===== src/rtl/rr_arbiter8.sv =====
// Round-robin arbiter for 8 requesters with a registered one-hot grant.
// A grant is held until done, a request drop, or the optional hold timeout.
module rr_arbiter8 #(
    parameter int unsigned HOLD_MAX = 16
) (
    input  logic       clk,
    input  logic       rst,
    input  logic       en,
    input  logic [7:0] req,
    input  logic       done,
    output logic [7:0] gnt,
    output logic [2:0] gnt_id,
    output logic       busy,
    output logic       timeout
);

    typedef enum logic {
        IDLE,
        GRANT
    } state_t;

    localparam bit         HOLD_ENABLED = (HOLD_MAX != 0);
    localparam logic [7:0] HOLD_LAST    = HOLD_ENABLED ? 8'(HOLD_MAX - 1) : 8'd0;

    state_t     state;
    state_t     state_next;
    logic [2:0] ptr;
    logic [2:0] ptr_next;
    logic [7:0] cnt;
    logic [7:0] cnt_next;
    logic [7:0] gnt_next;
    logic [2:0] gnt_id_next;
    logic       busy_next;
    logic       timeout_next;

    logic       found;
    logic [2:0] winner;
    logic [2:0] idx;
    logic       hold_expired;
    logic       released;

    // First requester at or after ptr, wrapping modulo 8.
    always_comb begin
        found  = 1'b0;
        winner = ptr;
        idx    = '0;
        for (int i = 0; i < 8; i++) begin
            idx = ptr + 3'(i);
            if (!found && req[idx]) begin
                found  = 1'b1;
                winner = idx;
            end
        end
    end

    always_comb begin
        hold_expired = HOLD_ENABLED && (cnt == HOLD_LAST);
        released     = done || !req[gnt_id] || hold_expired;
    end

    always_ff @(posedge clk) begin
        if (rst) begin
            state   <= IDLE;
            ptr     <= '0;
            cnt     <= '0;
            gnt     <= '0;
            gnt_id  <= '0;
            busy    <= 1'b0;
            timeout <= 1'b0;
        end else begin
            state   <= state_next;
            ptr     <= ptr_next;
            cnt     <= cnt_next;
            gnt     <= gnt_next;
            gnt_id  <= gnt_id_next;
            busy    <= busy_next;
            timeout <= timeout_next;
        end
    end

    always_comb begin
        state_next = state;
        case (state)
            IDLE:    if (en && found) state_next = GRANT;
            GRANT:   if (released)    state_next = IDLE;
            default: state_next = IDLE;
        endcase
    end

    // Timeout is flagged only when the counter is the sole release cause.
    always_comb begin
        ptr_next     = ptr;
        cnt_next     = cnt;
        gnt_next     = gnt;
        gnt_id_next  = gnt_id;
        busy_next    = busy;
        timeout_next = 1'b0;
        case (state)
            IDLE: begin
                if (en && found) begin
                    gnt_next    = 8'b1 << winner;
                    gnt_id_next = winner;
                    busy_next   = 1'b1;
                    cnt_next    = '0;
                    ptr_next    = winner + 3'd1;
                end else begin
                    gnt_next    = '0;
                    gnt_id_next = '0;
                    busy_next   = 1'b0;
                end
            end
            GRANT: begin
                if (released) begin
                    gnt_next     = '0;
                    gnt_id_next  = '0;
                    busy_next    = 1'b0;
                    timeout_next = hold_expired && !done && req[gnt_id];
                end else begin
                    cnt_next = cnt + 8'd1;
                end
            end
            default: begin
                gnt_next    = '0;
                gnt_id_next = '0;
                busy_next   = 1'b0;
            end
        endcase
    end

endmodule


===== config.mk =====
export PLATFORM = sky130hd
export DESIGN_NAME = rr_arbiter8
export DESIGN_NICKNAME = d
export VERILOG_FILES = /design/src/rtl/rr_arbiter8.sv
export SDC_FILE = /design/constraint.sdc
export NUM_CORES = 1
export LEC_CHECK = 0
export BUFFER_PORTS_ARGS = -buffer_cell sky130_fd_sc_hd__clkbuf_2
export CAP_MARGIN = 20
export CORE_UTILIZATION = 45
export CTS_CLUSTER_SIZE = 30
export DETAILED_ROUTE_END_ITERATION = 16
export SLEW_MARGIN = 40
export SYNTH_ARGS = -nofsm -noshare
export SYNTH_HDL_FRONTEND = slang
export SYNTH_SLANG_ARGS = --single-unit

===== constraint.sdc =====
create_clock -name clk -period 4.4 [get_ports clk]
set_clock_uncertainty 0.1 [all_clocks]
set_input_delay 0.44 -clock clk [delete_from_list [all_inputs] [get_ports clk]]
set_output_delay 0.44 -clock clk [all_outputs]
set_load 0.1 [all_outputs]

# Word level (Yosys, flattened, before mapping)
# Index checks and enable logic that the tools add are counted.
[op_classes] reduce_logical=24 add_sub_neg=9 shift=1 bitwise=2 n_eq_ne=4 magnitude_cmp=9 muxes=47
[ops] cell="< comparator 3 x 4 -> 1 bit, second input constant" n=9
[ops] cell="two-way mux 8 bit" n=4
[ops] cell="one-hot mux 8 bit (2 select lines)" n=2
[ops] cell="binary-select mux 1 bit (select 3 bit)" n=9
[ops] cell="two-way mux 3 bit" n=9
[ops] cell="two-way mux 1 bit" n=20
[ops] cell="adder 3 bit, second input constant" n=4
[ops] cell="logical AND 1 bit" n=10
[ops] cell="logical NOT 1 bit" n=9
[ops] cell="adder 8 x 1 -> 8 bit, second input constant" n=1
[ops] cell="== test 8 x 4 -> 1 bit, second input constant" n=1
[ops] cell="<< shifter 1 x 3 -> 8 bit, first input constant" n=1
[ops] cell="adder 3 x 1 -> 3 bit, second input constant" n=2
[ops] cell="adder 3 x 2 -> 3 bit, second input constant" n=2
[ops] cell="one-hot mux 3 bit (2 select lines)" n=1
[ops] cell="!= test 2 bit, second input constant" n=2
[ops] cell="one-hot mux 1 bit (2 select lines)" n=2
[ops] cell="AND reduction 2 bit" n=2
[ops] cell="OR reduction 3 bit" n=1
[ops] cell="logical OR 1 bit" n=2
[ops] cell="!= test 2 x 1 -> 1 bit, second input constant" n=1
[ops] cell="NOT 1 bit" n=2
[word_totals] reg_bits=25 out_inout_bits=13 inputBits=12 elab_cells=103

# Depth between registers and ports, before layout
[depth] depth_word=27 mapped_depth=16 ltp_nobuf=13

# Worst setup path after synthesis
# Ideal clock, no wire load.
[synth_timing] path_type="flip-flop to flip-flop" start="register ptr[0]" end="register gnt[7]" n_path_buf=3 path_slack_ns=0.500 path_stages_with_launch=17 period_less_slack_ns=3.900 arrival_time_ns=3.673 setup_time_ns=0.128 t_required_ns=4.172 cell_sequence="dfxtp_1 -> buf_6 -> buf_2 -> inv_1 -> ha_1 -> buf_2 -> mux4_2 -> mux2_2 -> nor4_1 -> nand3_1 -> nand2_1 -> xnor2_1 -> inv_1 -> ha_1 -> ha_1 -> a22oi_1 -> nor2_1"
[synth_between] elab_chain_cells=27 word_cells_on_any_way=56 classes_between="add/sub (7); shift (1); mux (33); reduce/logical (15)"
[synth_lines] item="start, declared" line="27" text="logic [2:0] ptr;"
[synth_lines] item="start signal, assigned" line="72" text="ptr <= ptr_next;"
[synth_lines] item="parallel branches: the longest is 25 deep, another holds adder 3 x 1 -> 3 bit"
[synth_lines] item="two-way mux 8 bit *" line="100" text="if (en && found) begin"
[synth_lines] item="one-hot mux 8 bit (2 select lines) *" line="98" text="case (state)"
[synth_lines] item="end signal, assigned" line="74" text="gnt <= gnt_next;"
[synth_lines] item="end, declared" line="11" text="output logic [7:0] gnt,"
# Every way passes the cells marked *. The select of a mux whose other input is x is not followed.
# A chain may end at the register's enable or synchronous reset.

# Worst setup path after layout
# Same ends and word-level chain as after synthesis.

==> run summary <==
outcome = finished, violations left
failing checks = design-rule violations
largest net degree at the start of global routing = 23
Core ar. = 4470 sq um
post-CTS sizing = 0
GRT Total Usage = 22.3%
multiplexer share of the synthesized area = 25.0%
Mapped Cells = 236
CTS clock-pin slew for the worst setup and hold paths = 0.08 ns
min cycle time layout = 3.89 ns
Post-Synth Adder-Cell Area = 4.62%
Synth Area in XOR/XNOR = 3.24%
Buffers on Ports = 24
Starting DRT DRC Count = 145
final hold vios = 0
first-pass GRT wire length = 8.87 mm
CP Data Required Time = 4.45 ns
Pleak = 0.877 nW
std cell rows = 24
clk sinks = 25
initial core utilization = 48.4%
worst-path cell chain = inv_1, ha_1, mux4_2, mux2_2, nor3_1, and2_1, o31ai_1, o211ai_1, o21ai_0, ha_1, ha_1, a22oi_1, nor2_1
commonest non-fill, non-tap cells in the layout = nand2_1 (25), dfxtp_1 (24), clkbuf_2 (24)
synthesized area = 2170 sq um
simple-gate share of the synthesized area = 20.3%
cts hold-fix bufs = 0
RePlAce Congestion = 0.846
first drt pass iteration count = 10
Routed Antenna Nets = 0
ys async rst share = 0%
max-capacitance violation count = 0
Slew Viols, Final = 0
Worst Setup SP = ptr[0]
I/O pin cnt = 25
fin crit share = 88.5%
vias in the first global route = 1783
R2R Path End = gnt[7]
vias per cell = 6.26
Critical Path Sink = gnt[7]
sequential share of power = 19.2%
DP Area = 2320 sq um
Synth cell types = 50
Clock Path Buffers = 2
CP max FO = 14
Switching Power = 0.889 mW
Switching Fraction = 52.9%
critical path's slowest cell = ha_1
diode count = 0
most used cell, CP = ha_1
global route overflow = 0
Pint = 0.793 mW
RR Startpoint = ptr[0]
fin area = 2360 sq um
TritonCTS clock tree = yes
most common cell after layout, fill and taps aside = nand2_1
Setup Viol. Count Final = 0
number of flops mapped to enable cells by yosys = 0
H-tree levels = 1
P&R area growth vs syn = 9.01%
Main synth FF type = dfxtp_1
via count = 1923
initial antenna violation count = 0
Compound-Gate Fraction of Synth Area = 19.7%
setup bufs post-CTS = 0
f_max = 0.257 GHz
Post-Syn Area per Cell = 9.18 sq um
Die Area = 5090 sq um
RSZ-0062 raised after global routing = no
Slew @ Worst Pin = 0.768 ns
DP HPWL = 3.95 mm
Max VDD drop = 0.355 mV
setup_tns = 0 ns
#FFs+latches synth = 25
Chip Width = 71.4 microns
critical setup path kind = flip-flop to flip-flop
Hold Crit Class = flip-flop to flip-flop
critical path arrival = 3.95 ns
Ys Warns = 0
Comb pwr share = 72.9%
Remaining DRCs = 2
Net Count, Synth = 256
max_slew headroom = 48.7%
CTS buffer count = 3
final-stage net count = 276
Clock Latency Late Sink = 0.27 ns
pwr dens = 713 nW/um^2
WL/cell = 17.2 microns
drt total wl = 5.28 mm
Worst Setup End Kind = flip-flop
largest family of logic cells by synthesized area = multiplexers
startpoint types = flip-flop
Seq/Total Area, Yosys = 23.1%
worst-case reg-to-reg path depth = 13
proportion of layout cells with a drive suffix above 1 = 23.5%
part of the power in the clock network = 7.9%
Root Buffer = clkbuf_8
R2R setup slack = 0.51 ns
Largest stage delay, worst path = 0.65 ns
die height = 71.4 microns
==> critical path: cells and delay by family (launching register included) <==
kind / cells / cell delay, ns
adders and majority gates: 3 / 1.09
muxes: 2 / 0.93
AOI/OAI and AO/OA: 4 / 0.72
and+or+nand+nor: 3 / 0.50
DFF: 1 / 0.33
buffers and inverters: 1 / 0.10
==> power groups by stage <==
stage	sequential [mW]	combinational, mW	clock, mW
after detailed placement	0.329	1.22	0
after global placement	0.327	1.23	0
final	0.323	1.23	0.133
after global routing	0.333	1.34	0.147
after floorplan	0.463	0.863	0
after CTS	0.323	1.23	0.139
==> worst min-delay path by stage <==
| stage | startpoint | endpoint | slack (ns) | depth (start not counted) |
|---|---|---|---|---|
| 3_5_place_dp | gnt[5] | gnt[5] | 0.35 | 2 |
| 5_1_grt | gnt[5] | gnt[5] | 0.38 | 2 |
| 2_1_floorplan | state | cnt[1] | 0.35 | 2 |
| 6_report | gnt[1] | gnt[1] | 0.36 | 2 |
| 3_3_place_gp | gnt[1] | gnt[1] | 0.35 | 2 |
| 4_1_cts | busy | busy | 0.36 | 2 |
==> cell usage after synthesis (3+ instances only) <==
master,number,share of area (%)
nor2_1,13,2.3
and2_1,4,1.2
a31oi_1,3,0.87
nand4_1,5,1.4
nand2_1,25,4.3
nor3_1,3,0.69
mux2_2,5,2.6
nand3_1,7,1.6
mux2i_1,11,5.1
nand3b_1,4,1.4
xnor2_1,3,1.2
dfxtp_1,25,23
mux4_2,16,17
o21ai_0,8,1.8
xor2_1,5,2.0
buf_2,5,1.2
ha_1,8,4.6
clkbuf_1,6,1.0
o31ai_1,9,3.1
a21oi_1,14,3.2
inv_1,7,1.2
nor2b_1,4,1.2
nand2b_1,9,2.6
==> per-layer routing <==
layer,track usage (%),routed length [microns]
met1,30.8,2450
met2,35.8,2430
met3,1.27,199
met4,10.9,201
met5,0,0
==> cell families after synthesis <==
group	count (synthesis)
simple gates	85
compound gates	57
mux	33
flops	25
buf+inv	20
xor+xnor	8
fa+ha+maj	8
==> layout make-up <==
type / count / area, sq um
Clock buffer: 4 / 45.0
Fill cell: 441 / 2110
Inverter: 8 / 30.0
Multi-Input combinational cell: 191 / 1580
Sequential cell: 25 / 502
Tap cell: 52 / 65.1
Timing Repair Buffer: 27 / 143
==> state kept, by name, summed over array words and instances (netlist names) <==
register	flops
cnt	8
gnt	8
gnt_id	3
ptr	3
busy	1
state	1
timeout	1
==> through the flow <==
step / setup slack [ns] / utilization [%] / power, mW / hold WS (ns) / cells
after floorplan: 0.500 / - / 1.33 / 0.351 / 236
after global routing: 0.202 / 52.8 / 1.82 / 0.375 / 307
final: 0.505 / 52.8 / 1.68 / 0.359 / 307
after CTS: 0.516 / 52.8 / 1.69 / 0.362 / 307
after global placement: 0.585 / 51.7 / 1.55 / 0.349 / 303
after detailed placement: 0.536 / 51.8 / 1.55 / 0.348 / 303
Power figures use the tool's default switching activity.
